## config.mk

```make
export PLATFORM = sky130hd
export DESIGN_NAME = pause_continue_ctrl
export DESIGN_NICKNAME = d
export VERILOG_FILES = /design/src/rtl/slc3_io_pkg.sv /design/src/rtl/btn_debounce.sv /design/src/rtl/pause_continue_ctrl.sv
export SDC_FILE = /design/constraint.sdc
export NUM_CORES = 1
export LEC_CHECK = 0
export ABC_AREA = 1
export BUFFER_PORTS_ARGS = -buffer_cell sky130_fd_sc_hd__buf_4
export CORE_UTILIZATION = 45
export DETAILED_ROUTE_END_ITERATION = 6
export PLACE_DENSITY = 0.78
export SKIP_LAST_GASP = 1
export SLEW_MARGIN = 10
export SYNTH_ARGS = -nofsm -noshare
export SYNTH_HDL_FRONTEND = slang
export SYNTH_SLANG_ARGS = --single-unit
```

## constraint.sdc

```tcl
create_clock -name Clk -period 1.1 [get_ports Clk]
set_input_delay 0.055 -clock Clk [delete_from_list [all_inputs] [get_ports Clk]]
set_output_delay 0.055 -clock Clk [all_outputs]
set_load 0.02 [all_outputs]
```

## src/rtl/slc3_io_pkg.sv

```systemverilog
// rtl/slc3_io_pkg.sv - shared types for the SLC-3 operator I/O responder
package slc3_io_pkg;

    localparam int LED_W_DEFAULT = 10;

    typedef enum logic [2:0] {
        IDLE,
        ARM,
        WAIT_PRESS,
        WAIT_RELEASE,
        ACK,
        DONE
    } pause_state_t;

endpackage

```

## src/rtl/btn_debounce.sv

```systemverilog
// rtl/btn_debounce.sv - synchroniser, debouncer and edge strobes for one active-low pushbutton
module btn_debounce #(
    parameter int SYNC_STAGES     = 2,
    parameter int DEBOUNCE_CYCLES = 4
) (
    input  logic clk,
    input  logic rst_n,
    input  logic btn_n,
    output logic level,
    output logic press,
    output logic rel
);

    localparam int CW = (DEBOUNCE_CYCLES > 1) ? $clog2(DEBOUNCE_CYCLES) : 1;
    localparam logic [CW-1:0] CNT_MAX = CW'(DEBOUNCE_CYCLES - 1);

    logic [SYNC_STAGES-1:0] sync_q;
    logic [CW-1:0]          cnt_q;
    logic                   sync_lvl;

    assign sync_lvl = sync_q[SYNC_STAGES-1];

    always_ff @(posedge clk or negedge rst_n) begin
        if (!rst_n) begin
            sync_q <= '1;
        end else begin
            sync_q <= {sync_q[SYNC_STAGES-2:0], btn_n};
        end
    end

    // The level only moves after DEBOUNCE_CYCLES consecutive disagreeing samples;
    // the strobes are registered alongside it so they line up with the new level.
    always_ff @(posedge clk or negedge rst_n) begin
        if (!rst_n) begin
            cnt_q <= '0;
            level <= 1'b1;
            press <= 1'b0;
            rel   <= 1'b0;
        end else begin
            press <= 1'b0;
            rel   <= 1'b0;
            if (sync_lvl == level) begin
                cnt_q <= '0;
            end else if (cnt_q == CNT_MAX) begin
                cnt_q <= '0;
                level <= sync_lvl;
                press <= ~sync_lvl;
                rel   <= sync_lvl;
            end else begin
                cnt_q <= cnt_q + 1'b1;
            end
        end
    end

endmodule

```

## src/rtl/pause_continue_ctrl.sv

```systemverilog
// rtl/pause_continue_ctrl.sv - Run start pulse and PAUSE/Continue handshake responder for the ISDU
module pause_continue_ctrl
    import slc3_io_pkg::*;
#(
    parameter int SYNC_STAGES     = 2,
    parameter int DEBOUNCE_CYCLES = 4,
    parameter int LED_W           = LED_W_DEFAULT
) (
    input  logic             Clk,
    input  logic             Reset,
    input  logic             Run,
    input  logic             Continue,
    input  logic             pause_req,
    input  logic [LED_W-1:0] pause_led,
    output logic             start_pulse,
    output logic             pause_ack,
    output logic             paused,
    output logic [LED_W-1:0] LED
);

    logic run_level, run_press, run_rel;
    logic cont_level, cont_press, cont_rel;
    logic abort;
    logic led_load;

    pause_state_t state_q, state_d;

    btn_debounce #(
        .SYNC_STAGES    (SYNC_STAGES),
        .DEBOUNCE_CYCLES(DEBOUNCE_CYCLES)
    ) u_run_db (
        .clk  (Clk),
        .rst_n(Reset),
        .btn_n(Run),
        .level(run_level),
        .press(run_press),
        .rel  (run_rel)
    );

    btn_debounce #(
        .SYNC_STAGES    (SYNC_STAGES),
        .DEBOUNCE_CYCLES(DEBOUNCE_CYCLES)
    ) u_cont_db (
        .clk  (Clk),
        .rst_n(Reset),
        .btn_n(Continue),
        .level(cont_level),
        .press(cont_press),
        .rel  (cont_rel)
    );

    // Only the Run press strobe matters; its level and release are not needed here.
    logic unused_run;
    assign unused_run = &{1'b0, run_level, run_rel};

    assign start_pulse = run_press;
    assign abort       = ~pause_req | run_press;

    always_ff @(posedge Clk or negedge Reset) begin
        if (!Reset) begin
            state_q <= IDLE;
            LED     <= '0;
        end else begin
            state_q <= state_d;
            if (led_load) begin
                LED <= pause_led;
            end
        end
    end

    // Abort is tested before progress in every pending state.
    always_comb begin
        state_d  = state_q;
        led_load = 1'b0;
        case (state_q)
            IDLE: begin
                if (pause_req) begin
                    state_d  = ARM;
                    led_load = 1'b1;
                end
            end
            ARM: begin
                if (abort)           state_d = IDLE;
                else if (cont_level) state_d = WAIT_PRESS;
            end
            WAIT_PRESS: begin
                if (abort)           state_d = IDLE;
                else if (cont_press) state_d = WAIT_RELEASE;
            end
            WAIT_RELEASE: begin
                if (abort)         state_d = IDLE;
                else if (cont_rel) state_d = ACK;
            end
            ACK: begin
                state_d = DONE;
            end
            DONE: begin
                if (!pause_req) state_d = IDLE;
            end
            default: begin
                state_d = IDLE;
            end
        endcase
    end

    assign pause_ack = (state_q == ACK);
    assign paused    = (state_q == ARM) || (state_q == WAIT_PRESS) || (state_q == WAIT_RELEASE);

endmodule

```

==> results of run 1 <==
## area by class of cell
class                           count  area share (%)
Clock buffer                        4            2.26
Sequential cell                    26            41.2
Multi-Input combinational cell     63            27.8
Inverter                           11            2.57
Timing Repair Buffer               46            24.0
Tap cell                           28            2.18
## Yosys cell counts
cell | n | area (sq um)
nand3b_1 | 1 | 7.51
nor2_4 | 2 | 22.5
nor3_1 | 2 | 10.0
nand4_1 | 1 | 6.26
nand3_4 | 1 | 17.5
inv_1 | 10 | 37.5
nor3b_1 | 2 | 15.0
nand2_1 | 23 | 86.3
nor2_2 | 1 | 6.26
mux2_2 | 10 | 113
dfrtp_1 | 20 | 500
nand3_1 | 3 | 15.0
o21ai_0 | 4 | 20.0
inv_2 | 1 | 3.75
nor2_1 | 8 | 30.0
dfstp_2 | 6 | 158
ha_1 | 2 | 25.0
xnor2_1 | 2 | 17.5
## layout by cell type (no fill, tap or decap), types with 4 or more instances in the layout
| cell | netlist | routed |
|---|---|---|
| inv_1 | 10 | 8 |
| dlygate4sd3_1 | 0 | 13 |
| dfrtp_1 | 20 | 18 |
| nor2_1 | 8 | 6 |
| dfstp_2 | 6 | 6 |
| nand2_2 | 0 | 6 |
| nand2_1 | 23 | 16 |
| buf_4 | 0 | 31 |
| mux2_2 | 10 | 10 |
| nor2_4 | 2 | 4 |
## worst paths after layout
check	depth (start not counted)	slack (ns)	end
min in group asynchronous	2	0.16	LED[2]
min reg2reg	0	0.36	u_cont_db.sync_q[1]
min	3	0.08	state_q[2]
max	4	-0.19	pause_ack
max reg2reg	4	-0.18	LED[2]
max in group asynchronous	2	0.63	u_cont_db.level
## kinds of logic after synthesis
logic type	share of synthesized area, %
adders and majority gates	2.29
xor gates and xnor gates	1.61
muxes	10.3
and+or+nand+nor	19.8
DFF	60.3
buffers and inverters	3.78
AOI/OAI and AO/OA	1.83
## where the power goes
part	leakage (nW)	switching (mW)	total (mW)	internal (mW)
logic	0.442	1.08	2.02	0.932
clock network	0.0210	0.264	0.467	0.202
registers	0.310	0.217	1.54	1.32
total	0.774	1.57	4.03	2.46
## timing repair
action                     4_1_cts  5_1_grt
gates cloned                     1        0
pin swaps                        3        6
resized for setup                5       14
hold buffers                    13        0
setup endpoints to repair       15       15
hold endpoints to repair        38        0
buffers inserted                 3        1
## layer usage
metal	up-vias	GRT usage, %
met5	-	0
met4	0	7.21
met3	8	3.87
met2	25	33.3
met1	431	24.4
li1	426	-
## state kept, by name, summed over array words and instances (netlist names)
name / count
state_q: 3
LED: 10
u_cont_db.cnt_q: 2
u_cont_db.rel: 1
u_cont_db.sync_q: 2
u_cont_db.level: 1
u_run_db.level: 1
u_cont_db.press: 1
u_run_db.cnt_q: 2
u_run_db.press: 1
u_run_db.sync_q: 2
## worst reg2reg max path, delay by kind of cell (launching register included)
kind	cells	cell delay, ns
mux	1	0.31
flops	1	0.47
buf+inv	1	0.15
simple gates	2	0.26
## stage by stage
stage	hold WS [ns]	util, %	area [sq um]
after CTS	0.0612	69.1	1560
after floorplan	-0.241	-	1090
after global routing	0.0849	71.2	1610
after global placement	-0.0287	59.7	1350
after detailed placement	-0.0251	59.7	1350
final	0.0781	71.2	1610
==> metrics.yaml, run 1 <==
worstSetupPathType: "flop to primary output"
dpl.hpwl_microns: 1400
grt_pass1_wl_microns: 3710
post-route-period-util_pct: 118
crit_fanout: 6
seqCellArea_sq_um: 661
viasPerCell: 5.00
p_leak_nw: 0.774
clk_latency_ns: 0.31
vdd_ir_drop_max_mv: 1.57
maxCapViolCount: 0
layoutNonFillerInstCount: 178
min_path_type: "primary input to flop"
wl_met1_microns: 1040
r2r-start: "state_q[1]"
antenna_cells: 0
wl_met3_microns: 60
maxSlewHeadroom_pct: 78.5
antenna_found_initial: 0
ys_ff_latch: 26
wl_per_cell_microns: 13.7
dp_cells: 156
num-nets-final: 168
grt_use_total_pct: 19.5
arrival_ns: 1.24
tightest_slew_ns: 0.322
clock.fmax_mhz: 772
die_width_microns: 51.2
p_per_area_nw_per_um2: 2510
cp_common_cell: "buf_4"
hp-start: "pause_req"
cts_buffer_depth: 2
cts_buffers: 3
core_sq_um: 2250
finalWorstSetupSlack_ns: -0.195
gp_congestion: 0.773
critPathBufInv: 3
skew_ns: 0.00925
crit_slowest_cell: "dfrtp_1"
endpoint_kind: "primary output"
netlist_area_sq_um: 1090
yosysUniqueCellTypes: 18
slew_viol_final: 0
drt_iter0_markers: 16
multi_input_area_sq_um: 447
pre_cts_ws_ns: -0.103
remaining_drc_errors: 0
rows: 17
path_cells: "inv_2 > buf_4 > nor2_1 > buf_4"
rsz0062_at_grt: "true"
grt_max_degree: 27
cp-start-kind: "flop"
io-pin-count: 28
status: "finished with violations"
fill_cells: 164
top_layer_used: "met4"
cts_tree: "yes"
crit_family: "buffers and inverters"
power_mw: 4.03
grt_pass1_vias: 853
ys.warnings.count: 0
crit_path_start: "state_q[2]"
start_util_pct: 48.4
wl_microns: 2430
failed_checks: "negative setup slack"
h-tree-depth: 1
die_h_microns: 51.2
dr.pass1.iters: 4
ant_nets: 0
synthCells: 99
io_buffers: 27
wl_met2_microns: 1280
cp.required_ns: 1.04
postSynthAreaPerCell_sq_um: 11.0
setup_violations: 15
max_stage_delay_ns: 0.43
cts_root_buf: "clkbuf_4"
setup-tns-final_ns: -2.38
dr_total_vias: 890
synth_nets: 116
synth_seq_area_share_pct: 60.3
clock_sinks: 26
finalHoldViolations: 0
period_needed_ns: 1.29
overflow: 0
design.die.area_sq_um: 2630
clk_pin_slew_ns: 0.14
syn_to_final_growth_pct: 47.1
drive_gt1_share_pct: 48.0
Note: power is estimated with default switching activity, not from simulation.
==> inputs of run 2 (changes only) <==
--- a/config.mk
+++ b/config.mk
@@ -11,4 +11,5 @@
 export DETAILED_ROUTE_END_ITERATION = 6
 export PLACE_DENSITY = 0.78
+export RECOVER_POWER = 25
 export SKIP_LAST_GASP = 1
 export SLEW_MARGIN = 10
==> constraint.sdc (replaced) <==
create_clock -name Clk -period 1.1 [get_ports Clk]
set_input_delay 0.055 -clock Clk [delete_from_list [all_inputs] [get_ports Clk]]
set_output_delay 0.055 -clock Clk [all_outputs]
set_load 0.01 [all_outputs]
==> run 2 against run 1 <==
- the run still ends with negative setup slack left
- critical path depth unchanged
- via count is 4.5% lower
- maximum frequency up 0.18%
- non-clock buffer count decreased by 1
- clock power is essentially flat
- largest cell class unchanged
- worst setup slack improved by 0.0023 ns
- largest power group unchanged
- sequential power about the same
==> metrics.yaml, run 2 (synthesized netlist as in run 1, its figures left out) <==
maxSlewHeadroom_pct: 59.0  # -19 points
overflow: 0  # unchanged
design.die.area_sq_um: 2630  # unchanged
pre_cts_ws_ns: -0.103  # unchanged
skew_ns: 0.00515  # -0.00410 ns
clk_latency_ns: 0.31  # about the same
p_leak_nw: 0.766  # -0.97%
antenna_found_initial: 0  # unchanged
die_width_microns: 51.2  # unchanged
h-tree-depth: 1  # unchanged
die_h_microns: 51.2  # unchanged
crit_slowest_cell: "dfrtp_2"
clock_sinks: 26  # unchanged
path_cells: "nor2_4 > inv_2 > nor2_1 > buf_4"
wl_microns: 2210  # -9.0%
ff2ff_setup_slack_ns: -0.17  # about the same
antenna_cells: 0  # unchanged
endpoint_kind: "primary output"
p_per_area_nw_per_um2: 2350  # -6.1%
slew_viol_final: 0  # unchanged
arrival_ns: 1.24  # about the same
clock.fmax_mhz: 774  # +0.18%
grt_pass1_wl_microns: 3580  # -3.3%
cts_root_buf: "clkbuf_4"
start_util_pct: 48.4  # unchanged
io_buffers: 27  # unchanged
critPathBufInv: 2  # -1
cts_buffer_depth: 2  # unchanged
dr_total_vias: 850  # -4.5%
vdd_ir_drop_max_mv: 1.40  # -11%
viasPerCell: 4.83  # -3.4%
finalHoldViolations: 0  # unchanged
largest_reg_flops: 10  # unchanged
min_path_type: "primary input to flop"
remaining_drc_errors: 0  # unchanged
drive_gt1_share_pct: 43.2  # -4.8 points
rsz0062_at_grt: "true"
setup-tns-final_ns: -2.40  # -0.0208 ns
grt_pass1_vias: 849  # -0.47%
layoutNonFillerInstCount: 176  # -1.1%
syn_to_final_growth_pct: 42.7
setup_violations: 15  # unchanged
gp_congestion: 0.773  # unchanged
final_cell_mix: "buf_4, nand2_1, dfrtp_1, dlygate4sd3_1, mux2_2"
dr.pass1.iters: 4  # unchanged
cp-start-kind: "flop"
wl_per_cell_microns: 12.6  # -8.0%
period_needed_ns: 1.29  # -0.00230 ns
cts_tree: "yes"
final_util_pct: 69.0  # -2.2 points
dp_cells: 156  # unchanged
tightest_slew_ns: 0.614  # +0.292 ns
largestRegisters: "LED (10), state_q (3)"
grt_use_total_pct: 18.8  # -0.75 points
crit_family: "flip-flops"
rows: 17  # unchanged
clk_pin_slew_ns: 0.13  # about the same
ant_nets: 0  # unchanged
failed_checks: "negative setup slack"
regMostFlops: "LED"
finalWorstSetupSlack_ns: -0.193  # +0.00230 ns
dpl.hpwl_microns: 1400  # unchanged
status: "finished with violations"
grt_max_degree: 27  # unchanged
core_sq_um: 2250  # unchanged
drt_iter0_markers: 11  # -5
worstSetupPathType: "flop to primary output"
fill_cells: 169  # +3.0%
power_mw: 3.66  # -9.0%
io-pin-count: 28  # unchanged
cts_buffers: 3  # unchanged
maxCapViolCount: 0  # unchanged
max_stage_delay_ns: 0.48  # +0.05 ns
cp.required_ns: 1.04  # about the same
post-route-period-util_pct: 118  # -0.21 points
crit_fanout: 4  # -2
final_common_cell: "buf_4"
num-nets-final: 166  # -1.2%
run 2: changes by cell type in the layout (fill, tap and decap cells not counted), sizes merged:
cell / delta
buf: -4
clkbuf: +3
nand3: -1
run 2: power by group:
| part | leakage [nW] | total, mW | internal [mW] | switching [mW] |
|---|---|---|---|---|
| clock | 0.0210 | 0.464 | 0.202 | 0.262 |
| combinational | 0.435 | 1.65 | 0.847 | 0.807 |
| sequential | 0.310 | 1.55 | 1.32 | 0.221 |
| total | 0.766 | 3.66 | 2.37 | 1.29 |
run 2: path summary, 6_finish.rpt:
kind / start / endpoint / cells after the start
worst max register to register: state_q[1] / LED[2] / 3
worst min register to register: u_cont_db.sync_q[0] / u_cont_db.sync_q[1] / 0
min in group asynchronous: Reset / LED[2] / 2
max in group asynchronous: Reset / state_q[1] / 2
worst min-delay path: pause_req / state_q[2] / 3
worst max-delay path: state_q[1] / pause_ack / 4
run 2: timing repair:
action / 4_1_cts / 5_1_grt
hold buffers: 13 / 0
pin swaps: 3 / 5
gates resized for setup: 3 / 7
cloned: 0 / 0
buffers inserted: 3 / 0
endpoints found under the hold margin: 38 / 0
setup endpoints to repair: 15 / 15
run 2: layout make-up:
type	count	area, sq um	area share (%)
Clock buffer	4	36.3	2.33
Inverter	11	41.3	2.65
Multi-Input combinational cell	62	412	26.4
Sequential cell	26	661	42.4
Tap cell	28	35.0	2.25
Timing Repair Buffer	45	372	23.9
run 2: tightest hold or removal path: stages:
cell,delay [ns]
buf_4,0.14
nand4_1,0.10
nand2_1,0.06
run 2: through the flow:
step / hold WS [ns] / area (sq um)
after floorplan: -0.241 / 1090
after global placement: -0.0287 / 1350
after detailed placement: -0.0251 / 1350
after CTS: 0.0424 / 1540
after global routing: 0.0628 / 1560
final: 0.0658 / 1560
run 2: per-layer routing:
metal  GRT usage [%]  share of wire, %  up-vias
li1                -                 -      416
met5               0                 0        -
met3            3.87               2.3        4
met4            8.56               1.6        0
met2            34.0                55       17
met1            21.0                41      413
